[src/rtl/if_fetch_unit_pkg.sv]
// ============================================================================
// if_fetch_unit_pkg : shared NPC encoding, fetch state encoding, NOP constant
// Revision: 1.0
// ============================================================================
`default_nettype none

package if_fetch_unit_pkg;

  // Same encoding the main decoder drives on npc_op
  localparam logic [2:0] NPC_PLUS4  = 3'b000;
  localparam logic [2:0] NPC_BRANCH = 3'b001;
  localparam logic [2:0] NPC_JUMP   = 3'b010;
  localparam logic [2:0] NPC_JALR   = 3'b100;

  localparam logic [31:0] NOP_INSTR = 32'h0000_0013;

  typedef enum logic [1:0] {
    FETCH_IDLE = 2'd0,
    FETCH_REQ  = 2'd1,
    FETCH_EXEC = 2'd2,
    FETCH_TRAP = 2'd3
  } fetch_state_t;

endpackage

`default_nettype wire

[src/rtl/if_fetch_unit_next_pc_calc.sv]
// ============================================================================
// next_pc_calc : combinational next-PC selection from the decoder's NPC op
// Revision: 1.0
// ============================================================================
`default_nettype none

module next_pc_calc
  import if_fetch_unit_pkg::*;
(
  input  logic [31:0] pc,
  input  logic [2:0]  npc_op,
  input  logic [31:0] imm,
  input  logic [31:0] alu_out,
  output logic [31:0] next_pc
);

  // Unknown codes fall back to sequential flow
  always_comb begin
    next_pc = pc + 32'd4;
    case (npc_op)
      NPC_BRANCH, NPC_JUMP: next_pc = pc + imm;
      NPC_JALR:             next_pc = alu_out & ~32'h1;
      default:              next_pc = pc + 32'd4;
    endcase
  end

endmodule

`default_nettype wire

[src/rtl/if_fetch_unit.sv]
// ============================================================================
// if_fetch_unit : PC owner and req/ack instruction fetch, one instr in flight
// Revision: 1.0
// ============================================================================
`default_nettype none

module if_fetch_unit
  import if_fetch_unit_pkg::*;
#(
  parameter logic [31:0] RESET_PC = 32'h0000_0000
) (
  input  logic        clk,
  input  logic        rstn,
  input  logic [2:0]  npc_op,
  input  logic [31:0] imm,
  input  logic [31:0] alu_out,
  input  logic        advance,
  output logic        im_req,
  output logic [31:0] im_addr,
  input  logic        im_ack,
  input  logic [31:0] im_rdata,
  output logic [31:0] pc,
  output logic [31:0] pc_plus4,
  output logic [31:0] instr,
  output logic [6:0]  op,
  output logic [2:0]  funct3,
  output logic [6:0]  funct7,
  output logic        instr_valid,
  output logic        misaligned
);

  fetch_state_t state, state_nxt;
  logic [31:0]  pc_nxt, instr_nxt, next_pc;

  next_pc_calc u_next_pc (
    .pc      (pc),
    .npc_op  (npc_op),
    .imm     (imm),
    .alu_out (alu_out),
    .next_pc (next_pc)
  );

  always_ff @(posedge clk or negedge rstn) begin
    if (!rstn) begin
      state <= FETCH_IDLE;
      pc    <= RESET_PC;
      instr <= NOP_INSTR;
    end else begin
      state <= state_nxt;
      pc    <= pc_nxt;
      instr <= instr_nxt;
    end
  end

  // A misaligned target leaves pc on the faulting instruction
  always_comb begin
    state_nxt = state;
    pc_nxt    = pc;
    instr_nxt = instr;
    case (state)
      FETCH_IDLE: state_nxt = FETCH_REQ;
      FETCH_REQ: begin
        if (im_ack) begin
          instr_nxt = im_rdata;
          state_nxt = FETCH_EXEC;
        end
      end
      FETCH_EXEC: begin
        if (advance) begin
          if (next_pc[1:0] != 2'b00) begin
            state_nxt = FETCH_TRAP;
          end else begin
            pc_nxt    = next_pc;
            state_nxt = FETCH_REQ;
          end
        end
      end
      FETCH_TRAP: state_nxt = FETCH_TRAP;
      default:    state_nxt = FETCH_IDLE;
    endcase
  end

  assign im_req      = (state == FETCH_REQ);
  assign im_addr     = pc;
  assign instr_valid = (state == FETCH_EXEC);
  assign misaligned  = (state == FETCH_TRAP);
  assign pc_plus4    = pc + 32'd4;
  assign op          = instr[6:0];
  assign funct3      = instr[14:12];
  assign funct7      = instr[31:25];

endmodule

`default_nettype wire

[config.mk]
export PLATFORM = sky130hd
export DESIGN_NAME = if_fetch_unit
export DESIGN_NICKNAME = d
export VERILOG_FILES = /design/src/rtl/if_fetch_unit_pkg.sv /design/src/rtl/if_fetch_unit_next_pc_calc.sv /design/src/rtl/if_fetch_unit.sv
export SDC_FILE = /design/constraint.sdc
export NUM_CORES = 1
export LEC_CHECK = 0
export ABC_AREA = 1
export BUFFER_PORTS_ARGS = -buffer_cell sky130_fd_sc_hd__buf_2
export CAP_MARGIN = 20
export CORE_MARGIN = 4
export CORE_UTILIZATION = 46
export DETAILED_ROUTE_END_ITERATION = 16
export GPL_TIMING_DRIVEN = 0
export PLACE_DENSITY = 0.75
export SYNTH_ARGS = -nofsm -noshare
export SYNTH_HDL_FRONTEND = slang
export SYNTH_SLANG_ARGS = --single-unit
[constraint.sdc]
create_clock -name clk -period 1.9 [get_ports clk]
set_input_delay 0 -clock clk [delete_from_list [all_inputs] [get_ports clk]]
set_output_delay 0 -clock clk [all_outputs]
set_load 0.05 [all_outputs]
==> Word-level counts from Yosys, hierarchy flattened <==
Cells that the tools add are included.
{ "totals": {"reg_bits": 66, "latchBits": 0, "ramBits": 0, "romBits": 0, "inputBits": 103, "memories": 0} }
{ "op_classes": {"add_sub_neg": 2, "mul": 0, "n_div": 0, "n_lt_le_gt_ge": 0, "n_eq_ne": 8, "shifts": 0, "n_mux": 5, "bitwise": 1, "reduce_logical": 6} }
{ "ops": {"columns": ["op", "count"], "rows": [
  ["32-bit one-hot mux with 2 select lines", 1],
  ["32-bit by 3-bit adder with 32-bit output, second input constant", 1],
  ["32-bit adder", 1],
  ["2-bit one-hot mux with 4 select lines", 1],
  ["2-bit two-way mux", 3],
  ["2-bit equality test, second input constant", 2],
  ["2-bit AND reduction", 2],
  ["3-bit by 1-bit equality test with 1-bit output, second input constant", 1],
  ["3-bit by 2-bit equality test with 1-bit output, second input constant", 1],
  ["3-bit equality test, second input constant", 1],
  ["3-bit AND reduction", 1],
  ["2-bit by 1-bit equality test with 1-bit output, second input constant", 1],
  ["2-bit zero test", 1],
  ["2-bit by 1-bit != test with 1-bit output, second input constant", 1],
  ["2-bit != test, second input constant", 1],
  ["2-bit nonzero test", 1],
  ["2-bit OR reduction", 1],
  ["1-bit inverter", 1]
]} }

==> Logic depth before layout (Yosys ltp) <==
Gate-level depths: netlist of run 1.
{ "depth": {"ltp_word": 7, "ltp_mapped": 15, "depth_no_buf": 15} }

==> Cells and area by module <==
Synthesis of run 1 repeated with hierarchy kept, for this count alone.
{ "hier_totals": {"hier_cells": 1320, "area_unflattened_um2": 7657.3} }
{ "modules_own_cells": {"columns": ["mod", "instances", "cells_per_inst", "area_each_um2", "seq_area_each_um2"], "rows": [
  ["next_pc_calc", 1, 816, 3895.0, 0.0],
  ["if_fetch_unit", 1, 504, 3762.4, 1655.3]
]} }

==> Least setup slack after synthesis of run 1 <==
No wires, ideal clock.
{ "synth_path": {"kind": "flip-flop to flip-flop", "startpoint": "register pc[2] (netlist: im_addr[2])", "endpoint": "register pc[22] (netlist: im_addr[22])", "setup_time_ps": 78, "arrival_ps": 2697, "required_time_ps": 1822, "path_slack_ps": -875, "path_stages_with_launch": 10, "period_less_slack_ps": 2775, "path_cell_list": "dfrtp_1 ha_1 nand3_4 nor2_8 nand2_4 nor2_4 nand2_1 xor2_1 a21oi_1 a21boi_1"} }
{ "synth_between": {"elab_chain_len": 2, "word_cells_on_any_way": 3, "cone_classes": "add/sub (2); mux (1)"} }
{ "synth_lines": {"columns": ["item", "line", "rtl"], "rows": [
  ["start: declaration", "if_fetch_unit.sv:22", "output logic [31:0] pc,"],
  ["start signal: assignment", "if_fetch_unit.sv:50", "pc <= pc_nxt;"],
  ["32-bit by 3-bit adder with 32-bit output", null, null],
  ["named net pc_plus4[22]", "if_fetch_unit.sv:23", "output logic [31:0] pc_plus4,"],
  ["32-bit one-hot mux with 2 select lines", "if_fetch_unit_next_pc_calc.sv:20", "case (npc_op)"]
]} }
The timed path passes the listed nets, and every way through them passes these cells.
A chain may end at the register's enable or synchronous reset.

==> Worst setup path after layout of run 1 <==
{ "layout_path": {"startpoint": "register pc[0] (netlist: im_addr[0])", "endpoint": "register pc[19] (netlist: im_addr[19])"} }
{ "layout_between": {"elab_chain_len": 5, "word_cells_on_any_way": 6, "cone_classes": "add/sub (2); mux (1); bitwise (1); reduce/logical (2)"} }
{ "layout_lines": {"columns": ["item", "line", "rtl"], "rows": [
  ["32-bit by 3-bit adder with 32-bit output / 32-bit adder (equally long branches)", "if_fetch_unit_next_pc_calc.sv:23, if_fetch_unit_next_pc_calc.sv:21", null],
  ["32-bit one-hot mux with 2 select lines *", "if_fetch_unit_next_pc_calc.sv:20", null],
  ["2-bit nonzero test", "if_fetch_unit.sv:70", "if (next_pc[1:0] != 2'b00) begin"],
  ["1-bit inverter (no line)", null, null],
  ["3-bit AND reduction (no line)", null, null]
]} }
Every way passes the cells marked *; elsewhere a longest branch is shown, timed or not.

==> metrics.txt, run 1 <==
# TYPE chip_impl_metric gauge
chip_impl_info{name="cp-end-kind",value="flip-flop"} 1
chip_impl_metric{name="power_per_unit_of_standard_cell_area",unit="nW/um^2"} 1960
chip_impl_info{name="cpMaxStageDelayCell",value="sky130_fd_sc_hd__fa_1"} 1
chip_impl_metric{name="synth_fp_nets",unit=""} 1219
chip_impl_metric{name="floorplan.initialDensity",unit="%"} 47.0
chip_impl_metric{name="seq_area_frac_synth",unit="%"} 24.1
chip_impl_info{name="failed_checks",value="setup timing"} 1
chip_impl_metric{name="globalRoute.totalOverflow",unit=""} 0
chip_impl_metric{name="routedWlPerCell",unit="um"} 18.1
chip_impl_metric{name="largest_net_degree_at_the_start_of_global_routing",unit=""} 67
chip_impl_metric{name="avgViaCountPerCell",unit=""} 5.43
chip_impl_metric{name="firstDrtPassIters",unit=""} 9
chip_impl_metric{name="syn-instance-count",unit=""} 1083
chip_impl_metric{name="drc",unit=""} 0
chip_impl_info{name="start_kind",value="flip-flop"} 1
chip_impl_metric{name="grt_antenna_before_repair",unit=""} 0
chip_impl_metric{name="setup-violations-final",unit=""} 52
chip_impl_metric{name="number_of_warning_messages_in_the_yosys_log",unit=""} 0
chip_impl_metric{name="worst_ep_required_time",unit="ns"} 2.13
chip_impl_metric{name="placedCellCount",unit=""} 1516
chip_impl_metric{name="die-area",unit="um^2"} 16900
chip_impl_info{name="yosys.area.top_type",value="sky130_fd_sc_hd__dfrtp_1"} 1
chip_impl_metric{name="max_cap_viol_count",unit=""} 0
chip_impl_info{name="clock_tree_from_tritoncts",value="built"} 1
chip_impl_metric{name="dp.final_hpwl",unit="um"} 19600
chip_impl_info{name="postSynth.topFlopCell",value="sky130_fd_sc_hd__dfrtp_1"} 1
chip_impl_info{name="root_buffer",value="sky130_fd_sc_hd__clkbuf_16"} 1
chip_impl_metric{name="worst_setup_hold_path_clk_slew",unit="ns"} 0.06
chip_impl_metric{name="postSynthRegisterBits",unit=""} 66
chip_impl_info{name="run_status",value="finished with violations"} 1
chip_impl_metric{name="timing.setup.tns",unit="ns"} -8.40
chip_impl_metric{name="slew_headroom",unit="%"} 39.9
chip_impl_info{name="post_synth_most_frequent_cells",value="sky130_fd_sc_hd__nand2_1 (392), sky130_fd_sc_hd__inv_1 (170), sky130_fd_sc_hd__nor2_1 (78)"} 1
chip_impl_metric{name="slew_viol_final",unit=""} 0
chip_impl_metric{name="grt_pass1_vias",unit=""} 7855
chip_impl_metric{name="final-hold-violation-count",unit=""} 0
chip_impl_info{name="worstPathCellList",value="ha_4 -> inv_2 -> fa_1 -> nand2_2 -> a22oi_4 -> nand3_4 -> clkinv_4 -> buf_12 -> nand2_4 -> a21oi_2 -> a21boi_1"} 1
chip_impl_metric{name="stdcell_count",unit=""} 1638
chip_impl_info{name="hold_path_class",value="in -> reg"} 1
chip_impl_metric{name="grt_pass1_wl",unit="um"} 40200
chip_impl_metric{name="insertion_delay",unit="ns"} 0.35
chip_impl_metric{name="grt_usage",unit="%"} 30.5
chip_impl_metric{name="timing.final.crit_period",unit="ns"} 2.18
chip_impl_metric{name="final_antenna_net_count",unit=""} 0
chip_impl_info{name="setup_repair_after_global_routing_missed_its_margin",value="true"} 1
chip_impl_metric{name="drt-total-wl",unit="um"} 29600
chip_impl_metric{name="critical_path_max_stage_delay",unit="ns"} 0.50
chip_impl_info{name="yosys.cell_count.top_type",value="sky130_fd_sc_hd__nand2_1"} 1
chip_impl_metric{name="placeable_area",unit="um^2"} 14600
chip_impl_metric{name="cts_buffer_depth",unit=""} 2
chip_impl_metric{name="static_power_due_to_leakage",unit="nW"} 5.78
chip_impl_metric{name="num_rows",unit=""} 44
chip_impl_metric{name="drt_iter0_drc",unit=""} 924
chip_impl_metric{name="place.port_buffers",unit=""} 249
chip_impl_metric{name="area_of_the_mapped_netlist",unit="um^2"} 6860
chip_impl_metric{name="share_of_layout_cells_above_drive_strength_1",unit="%"} 43.1
chip_impl_metric{name="area.growth.synth_to_final",unit="%"} 57.4
chip_impl_metric{name="critical_path_arrival",unit="ns"} 2.41
chip_impl_info{name="netlist_top_cells_area",value="sky130_fd_sc_hd__dfrtp_1 (23%), sky130_fd_sc_hd__nand2_1 (21%), sky130_fd_sc_hd__inv_1 (9.3%)"} 1
chip_impl_metric{name="crit_path_max_fanout",unit=""} 7
chip_impl_metric{name="cts_made_buffers",unit=""} 9
chip_impl_metric{name="die_w",unit="um"} 130
chip_impl_metric{name="finalClockSkew",unit="ns"} 0.00765
chip_impl_metric{name="cts_num_sinks",unit=""} 66
chip_impl_metric{name="postSynthAreaPerCell",unit="um^2"} 6.34
chip_impl_metric{name="yosys.cell_types.count",unit=""} 41
chip_impl_metric{name="nFillCells",unit=""} 1063
chip_impl_metric{name="routabilityCongestion",unit=""} 0.938
chip_impl_metric{name="vias",unit=""} 8889
chip_impl_metric{name="num-nets-final",unit=""} 1585
chip_impl_metric{name="worst-slew-pin-transition",unit="ns"} 0.902
chip_impl_metric{name="synth_top_area_share",unit="%"} 23.0
chip_impl_metric{name="antenna_cells_inserted",unit=""} 0
chip_impl_metric{name="top_level_ports",unit=""} 251
chip_impl_metric{name="worst_ir_drop_vdd",unit="mV"} 1.29
chip_impl_info{name="path_class",value="reg -> reg"} 1
chip_impl_metric{name="finalWorstSetupSlack",unit="ns"} -0.285
chip_impl_metric{name="layout_worst_path_cycle_share",unit="%"} 115
chip_impl_metric{name="die-height",unit="um"} 130
chip_impl_metric{name="ctsHtreeMaxLevel",unit=""} 3
chip_impl_metric{name="maximum_frequency_from_static_timing_analysis",unit="MHz"} 458
chip_impl_metric{name="synth-async-reset-ratio",unit="%"} 100
chip_impl_metric{name="finalHoldWorstSlack",unit="ns"} 0.0175
chip_impl_metric{name="synth_enable_flop_cells",unit=""} 0
## sequential cells by signal (all words and copies together) (netlist names)
signal and flops:
im_addr 32, instr 32, state 2
## cells in the final DEF, fill, tap and decap left out, types with 4 or more instances in the layout
cell type	count
sky130_fd_sc_hd__nand3_1	61
sky130_fd_sc_hd__nand4_1	17
sky130_fd_sc_hd__nor2_1	53
sky130_fd_sc_hd__a22oi_1	4
sky130_fd_sc_hd__nand2_1	348
sky130_fd_sc_hd__a21boi_1	12
sky130_fd_sc_hd__nor3_1	8
sky130_fd_sc_hd__buf_6	30
sky130_fd_sc_hd__a21boi_0	4
sky130_fd_sc_hd__a21oi_1	30
sky130_fd_sc_hd__nor2_4	17
sky130_fd_sc_hd__inv_1	166
sky130_fd_sc_hd__o21ai_1	4
sky130_fd_sc_hd__o21ai_0	13
sky130_fd_sc_hd__xor2_2	7
sky130_fd_sc_hd__nand3_4	6
sky130_fd_sc_hd__nand3_2	8
sky130_fd_sc_hd__buf_2	231
sky130_fd_sc_hd__nor2_2	15
sky130_fd_sc_hd__ha_2	4
sky130_fd_sc_hd__inv_2	5
sky130_fd_sc_hd__dlygate4sd3_1	39
sky130_fd_sc_hd__or2_2	5
sky130_fd_sc_hd__buf_4	105
sky130_fd_sc_hd__clkbuf_16	9
sky130_fd_sc_hd__nand2_2	31
sky130_fd_sc_hd__a21oi_2	18
sky130_fd_sc_hd__xor2_4	7
sky130_fd_sc_hd__clkbuf_1	8
sky130_fd_sc_hd__buf_8	6
sky130_fd_sc_hd__mux2_2	32
sky130_fd_sc_hd__xor2_1	4
sky130_fd_sc_hd__dfrtp_1	39
sky130_fd_sc_hd__ha_1	9
sky130_fd_sc_hd__dfrtp_2	22
sky130_fd_sc_hd__nand2_4	15
sky130_fd_sc_hd__ha_4	19
## layer usage
metal  GRT usage (%)  up-vias  routed length (um)
met5               0        -                   0
met4            13.4        0                1790
met3            6.39      165                2900
met2            49.7      640               14000
met1            39.0     4022               11000
li1                -     4062                   -
## where the power goes
part | internal, mW | total, mW | switching [mW]
Combinational | 5.24 | 16.2 | 10.9
Clock | 1.18 | 1.87 | 0.687
Sequential | 2.14 | 3.16 | 1.01
Total | 8.57 | 21.2 | 12.6
## worst paths after layout
kind | slack, ns | cells after the start | end | from
setup / recovery | -0.28 | 11 | im_addr[19] | im_addr[0]
hold / removal | 0.02 | 5 | im_addr[11] | alu_out[11]
setup reg to reg | -0.28 | 11 | im_addr[19] | im_addr[0]
hold reg to reg | 0.50 | 1 | instr[19] | instr[19]
max in group asynchronous | 0.88 | 2 | im_addr[2] | rstn
min in group asynchronous | 0.32 | 2 | instr[21] | rstn
## worst max-delay path, delay by kind of cell, from the launching register on
| family | cells | cell delay, ns |
|---|---|---|
| buf+inv | 3 | 0.30 |
| flops | 1 | 0.39 |
| simple gates | 3 | 0.30 |
| compound gates | 3 | 0.42 |
| fa+ha+maj | 2 | 0.65 |
## kinds of logic (layout without fill, tap and decap cells)
kind of cell / Yosys count / count (layout) / share of synthesized area [%]
AOI/OAI and AO/OA: 95 / 95 / 8.35
muxes: 32 / 32 / 5.25
xor gates and xnor gates: 18 / 18 / 2.63
adders and majority gates: 33 / 33 / 6.13
DFF: 66 / 66 / 24.1
buffers and inverters: 244 / 615 / 16.4
and+or+nand+nor: 595 / 595 / 37.1
## metrics by stage
stage	total power, mW	utilization [%]	setup slack (ns)	cell area, um^2
2_1_floorplan	13.4	-	-0.276	7100
3_3_place_gp	16.3	58.8	-0.388	8580
3_5_place_dp	16.5	58.8	-0.435	8580
4_1_cts	19.4	68.4	-0.240	9980
5_1_grt	22.2	74.0	-0.379	10800
6_report	21.2	74.0	-0.285	10800
## layout make-up
cell class | instances | area, um^2 | area share (%)
repair buffers | 356 | 2410 | 22.3
clock buffers | 11 | 243 | 2.25
inverters | 174 | 663 | 6.14
well taps | 184 | 230 | 2.13
clock inverters | 5 | 77.6 | 0.718
multi-input cells | 773 | 4980 | 46.2
flip-flops and latches | 66 | 1690 | 15.7
plain buffers | 69 | 499 | 4.62
## repair_timing
item,in CTS,in global routing
pin swaps,13,36
hold endpoints to repair,101,0
buffers inserted,36,32
resized for setup,97,142
hold buffers,39,0
cloned,1,0
setup endpoints to repair,55,57
(Power assumes the default switching activity.)
==> run 2, diff against run 1 <==
--- a/config.mk
+++ b/config.mk
@@ -9,10 +9,10 @@
 export BUFFER_PORTS_ARGS = -buffer_cell sky130_fd_sc_hd__buf_2
 export CAP_MARGIN = 20
 export CORE_MARGIN = 4
-export CORE_UTILIZATION = 46
+export CORE_UTILIZATION = 55
 export DETAILED_ROUTE_END_ITERATION = 16
 export GPL_TIMING_DRIVEN = 0
-export PLACE_DENSITY = 0.75
+export PLACE_DENSITY = 0.85
 export SYNTH_ARGS = -nofsm -noshare
 export SYNTH_HDL_FRONTEND = slang
 export SYNTH_SLANG_ARGS = --single-unit
==> constraint.sdc (replaced) <==
create_clock -name clk -period 2.6 [get_ports clk]
set_input_delay 0 -clock clk [delete_from_list [all_inputs] [get_ports clk]]
set_output_delay 0 -clock clk [all_outputs]
set_load 0.05 [all_outputs]
==> run 2 against run 1 <==
  * The run now ends clean
  * Routed wire length is 14% lower
  * Register-to-register slack better by 0.46 ns
  * Non-clock buffer count is 67 lower
  * Power is 37% lower
  * First-iteration DRC count shrank 11%
  * Global-route usage increased by 4.0 points
  * Utilization rose by 0.99 points
  * Sequential share of layout area up 2.6 points
  * Critical path depth shrank 3
  * Worst setup slack better by 0.40 ns
  * Clock power is 33% lower
  * Hold slack worse by 0.00095 ns
  * Highest routed layer unchanged
==> metrics.txt, run 2 (synthesis gave the netlist of run 1 again) <==
# TYPE chip_impl_metric gauge
chip_impl_info{name="run_status",value="finished clean"} 1
chip_impl_metric{name="die-height",unit="um"} 120
chip_impl_metric{name="num-nets-final",unit=""} 1518
chip_impl_metric{name="top_level_ports",unit=""} 251
chip_impl_metric{name="antenna_cells_inserted",unit=""} 0
chip_impl_info{name="root_buffer",value="sky130_fd_sc_hd__clkbuf_16"} 1
chip_impl_metric{name="power_per_unit_of_standard_cell_area",unit="nW/um^2"} 1470
chip_impl_metric{name="grt_antenna_before_repair",unit=""} 0
chip_impl_info{name="setup_repair_after_global_routing_missed_its_margin",value="false"} 1
chip_impl_info{name="cp-end-kind",value="output pin"} 1
chip_impl_metric{name="crit_path_max_fanout",unit=""} 9
chip_impl_metric{name="setup-violations-final",unit=""} 0
chip_impl_metric{name="share_clk_of_total_power",unit="%"} 9.4
chip_impl_metric{name="timing.setup.tns",unit="ns"} 0
chip_impl_metric{name="worst_setup_hold_path_clk_slew",unit="ns"} 0.06
chip_impl_metric{name="largest_net_degree_at_the_start_of_global_routing",unit=""} 67
chip_impl_metric{name="final-hold-violation-count",unit=""} 0
chip_impl_metric{name="power_report.internal_total",unit="mW"} 4.99
chip_impl_info{name="final_cell_mix",value="sky130_fd_sc_hd__nand2_1 (392), sky130_fd_sc_hd__buf_2 (258), sky130_fd_sc_hd__inv_1 (170)"} 1
chip_impl_metric{name="worst-slew-pin-transition",unit="ns"} 0.856
chip_impl_metric{name="firstDrtPassIters",unit=""} 5
chip_impl_metric{name="maximum_frequency_from_static_timing_analysis",unit="MHz"} 402
chip_impl_metric{name="cts_made_buffers",unit=""} 9
chip_impl_metric{name="routabilityCongestion",unit=""} 0.987
chip_impl_metric{name="static_power_due_to_leakage",unit="nW"} 5.22
chip_impl_metric{name="worst_ep_required_time",unit="ns"} 2.60
chip_impl_metric{name="share_of_layout_cells_above_drive_strength_1",unit="%"} 29.3
chip_impl_metric{name="total_switching_power",unit="mW"} 8.39
chip_impl_info{name="clock_tree_from_tritoncts",value="built"} 1
chip_impl_metric{name="grt_pass1_vias",unit=""} 7692
chip_impl_info{name="start_kind",value="flip-flop"} 1
chip_impl_metric{name="finalWorstSetupSlack",unit="ns"} 0.111
chip_impl_info{name="worstPathCellList",value="ha_1 -> nand3_4 -> nor2_8 -> nand2_4 -> nor2_4 -> nand2_1 -> xor2_2 -> buf_2"} 1
chip_impl_metric{name="drt_iter0_drc",unit=""} 818
chip_impl_info{name="layout.cells.most_common",value="sky130_fd_sc_hd__nand2_1"} 1
chip_impl_metric{name="cts_buffer_depth",unit=""} 2
chip_impl_metric{name="floorplan.initialDensity",unit="%"} 56.7
chip_impl_metric{name="place_ws",unit="ns"} 0.0206
chip_impl_metric{name="cts_num_sinks",unit=""} 66
chip_impl_metric{name="finalHoldWorstSlack",unit="ns"} 0.0166
chip_impl_metric{name="final_power",unit="mW"} 13.4
chip_impl_metric{name="dp.final_hpwl",unit="um"} 19500
chip_impl_metric{name="finalClockSkew",unit="ns"} 0.00351
chip_impl_metric{name="worst-path-buf-inv",unit=""} 1
chip_impl_metric{name="slew_viol_final",unit=""} 0
chip_impl_metric{name="avgViaCountPerCell",unit=""} 5.27
chip_impl_metric{name="vias",unit=""} 8193
chip_impl_metric{name="drt-total-wl",unit="um"} 25400
chip_impl_metric{name="routedWlPerCell",unit="um"} 16.3
chip_impl_metric{name="insertion_delay",unit="ns"} 0.35
chip_impl_metric{name="grt_usage",unit="%"} 34.5
chip_impl_info{name="hold_path_class",value="in -> reg"} 1
chip_impl_metric{name="combinationalPowerShare",unit="%"} 73.3
chip_impl_metric{name="critical_path_max_stage_delay",unit="ns"} 0.63
chip_impl_metric{name="seqPwrFrac",unit="%"} 17.4
chip_impl_metric{name="rrSetupSlack",unit="ns"} 0.18
chip_impl_metric{name="slew_headroom",unit="%"} 42.9
chip_impl_metric{name="die_w",unit="um"} 120
chip_impl_metric{name="cts_setup_buffers",unit=""} 0
chip_impl_metric{name="ctsHtreeMaxLevel",unit=""} 3
chip_impl_info{name="cpLargestDelayFamily",value="simple AND/OR/NAND/NOR gates"} 1
chip_impl_info{name="worstReg2RegStart",value="im_addr[0]"} 1
chip_impl_metric{name="globalRoute.totalOverflow",unit=""} 0
chip_impl_info{name="hp-start",value="alu_out[5]"} 1
chip_impl_metric{name="die-area",unit="um^2"} 14300
chip_impl_metric{name="worst_ir_drop_vdd",unit="mV"} 1.36
chip_impl_metric{name="nFillCells",unit=""} 994
chip_impl_metric{name="layout_worst_path_cycle_share",unit="%"} 95.7
chip_impl_metric{name="place.port_buffers",unit=""} 249
chip_impl_metric{name="num_rows",unit=""} 40
chip_impl_metric{name="placedCellCount",unit=""} 1500
chip_impl_metric{name="area.growth.synth_to_final",unit="%"} 32.4
chip_impl_metric{name="max_cap_viol_count",unit=""} 0
chip_impl_metric{name="grt_pass1_wl",unit="um"} 39100
chip_impl_metric{name="p_sw_share",unit="%"} 62.7
chip_impl_info{name="startpoint",value="im_addr[2]"} 1
chip_impl_metric{name="critical_path_arrival",unit="ns"} 2.49
chip_impl_info{name="path_class",value="reg -> out"} 1
chip_impl_metric{name="placeable_area",unit="um^2"} 12100
chip_impl_info{name="cpMaxStageDelayCell",value="sky130_fd_sc_hd__dfrtp_1"} 1
chip_impl_metric{name="stdcell_count",unit=""} 1555
chip_impl_metric{name="final_antenna_net_count",unit=""} 0
chip_impl_metric{name="drc",unit=""} 0
chip_impl_metric{name="timing.final.crit_period",unit="ns"} 2.49
run 2: cell types whose count changed in the layout (fill, tap and decap cells not counted), moves of 13 or more:
cell                      before  now
sky130_fd_sc_hd__buf_4       105   52
sky130_fd_sc_hd__nand2_1     348  392
sky130_fd_sc_hd__buf_6        30    1
sky130_fd_sc_hd__nand2_2      31    2
sky130_fd_sc_hd__buf_2       231  258
sky130_fd_sc_hd__nor2_1       53   78
sky130_fd_sc_hd__dfrtp_1      39   62
sky130_fd_sc_hd__ha_1          9   31
sky130_fd_sc_hd__dfrtp_2      22    1
sky130_fd_sc_hd__ha_4         19    1
sky130_fd_sc_hd__a21oi_1      30   46
sky130_fd_sc_hd__a21oi_2      18    3
sky130_fd_sc_hd__nor2_2       15    1
sky130_fd_sc_hd__nand2_4      15    2
run 2: what timing repair did:
action                     in CTS  in global routing
hold endpoints to repair      101                  0
setup endpoints to repair       3                 14
pin swaps                       0                  2
hold buffers                   39                  0
gates resized for setup         1                  5
cloned                          0                  0
run 2: metrics by stage:
stage,utilization (%),area (um^2)
CTS,74.9,9070
global placement,69.1,8370
floorplan,-,6920
finish,75.0,9080
detailed placement,69.1,8370
global route,75.0,9080
run 2: final timing paths:
kind	end	cells past startpoint
setup / recovery	pc_plus4[16]	8
hold / removal	im_addr[5]	5
setup reg to reg	im_addr[18]	11
hold reg to reg	instr[22]	1
max in group asynchronous	im_addr[0]	2
min in group asynchronous	instr[6]	2
run 2: routing by layer:
layer  GRT usage [%]  vias up  share of wire [%]
li1                -     3930                  -
met1            44.1     3675                 39
met2            55.5      497                 47
met3            7.68       91                 10
met4            16.3        0                4.2
met5               0        -                  0
run 2: worst min-delay path: stages:
cell                      delay [ns]
sky130_fd_sc_hd__buf_2          0.08
sky130_fd_sc_hd__a22oi_1        0.08
sky130_fd_sc_hd__o21ai_0        0.08
sky130_fd_sc_hd__nand2_1        0.05
sky130_fd_sc_hd__nand2_1        0.05
run 2: final cells by class:
cell class / count / area [um^2] / share of cell area [%]
multi-input combinational: 773 / 4150 / 45.6
sequential: 66 / 1660 / 18.2
timing repair buffer: 288 / 1640 / 18.0
inverter: 174 / 656 / 7.22
buffer: 70 / 475 / 5.23
clock buffer: 9 / 225 / 2.48
tap: 168 / 210 / 2.31
clock inverter: 7 / 77.6 / 0.854
run 2: power groups by stage:
| stage | registers (mW) | clock network [mW] | logic (mW) |
|---|---|---|---|
| after floorplan | 3.68 | 0 | 5.94 |
| after global placement | 2.26 | 0 | 9.47 |
| after detailed placement | 2.29 | 0 | 9.60 |
| after CTS | 2.28 | 1.25 | 9.69 |
| after global routing | 2.38 | 1.29 | 10.5 |
| final | 2.32 | 1.25 | 9.81 |
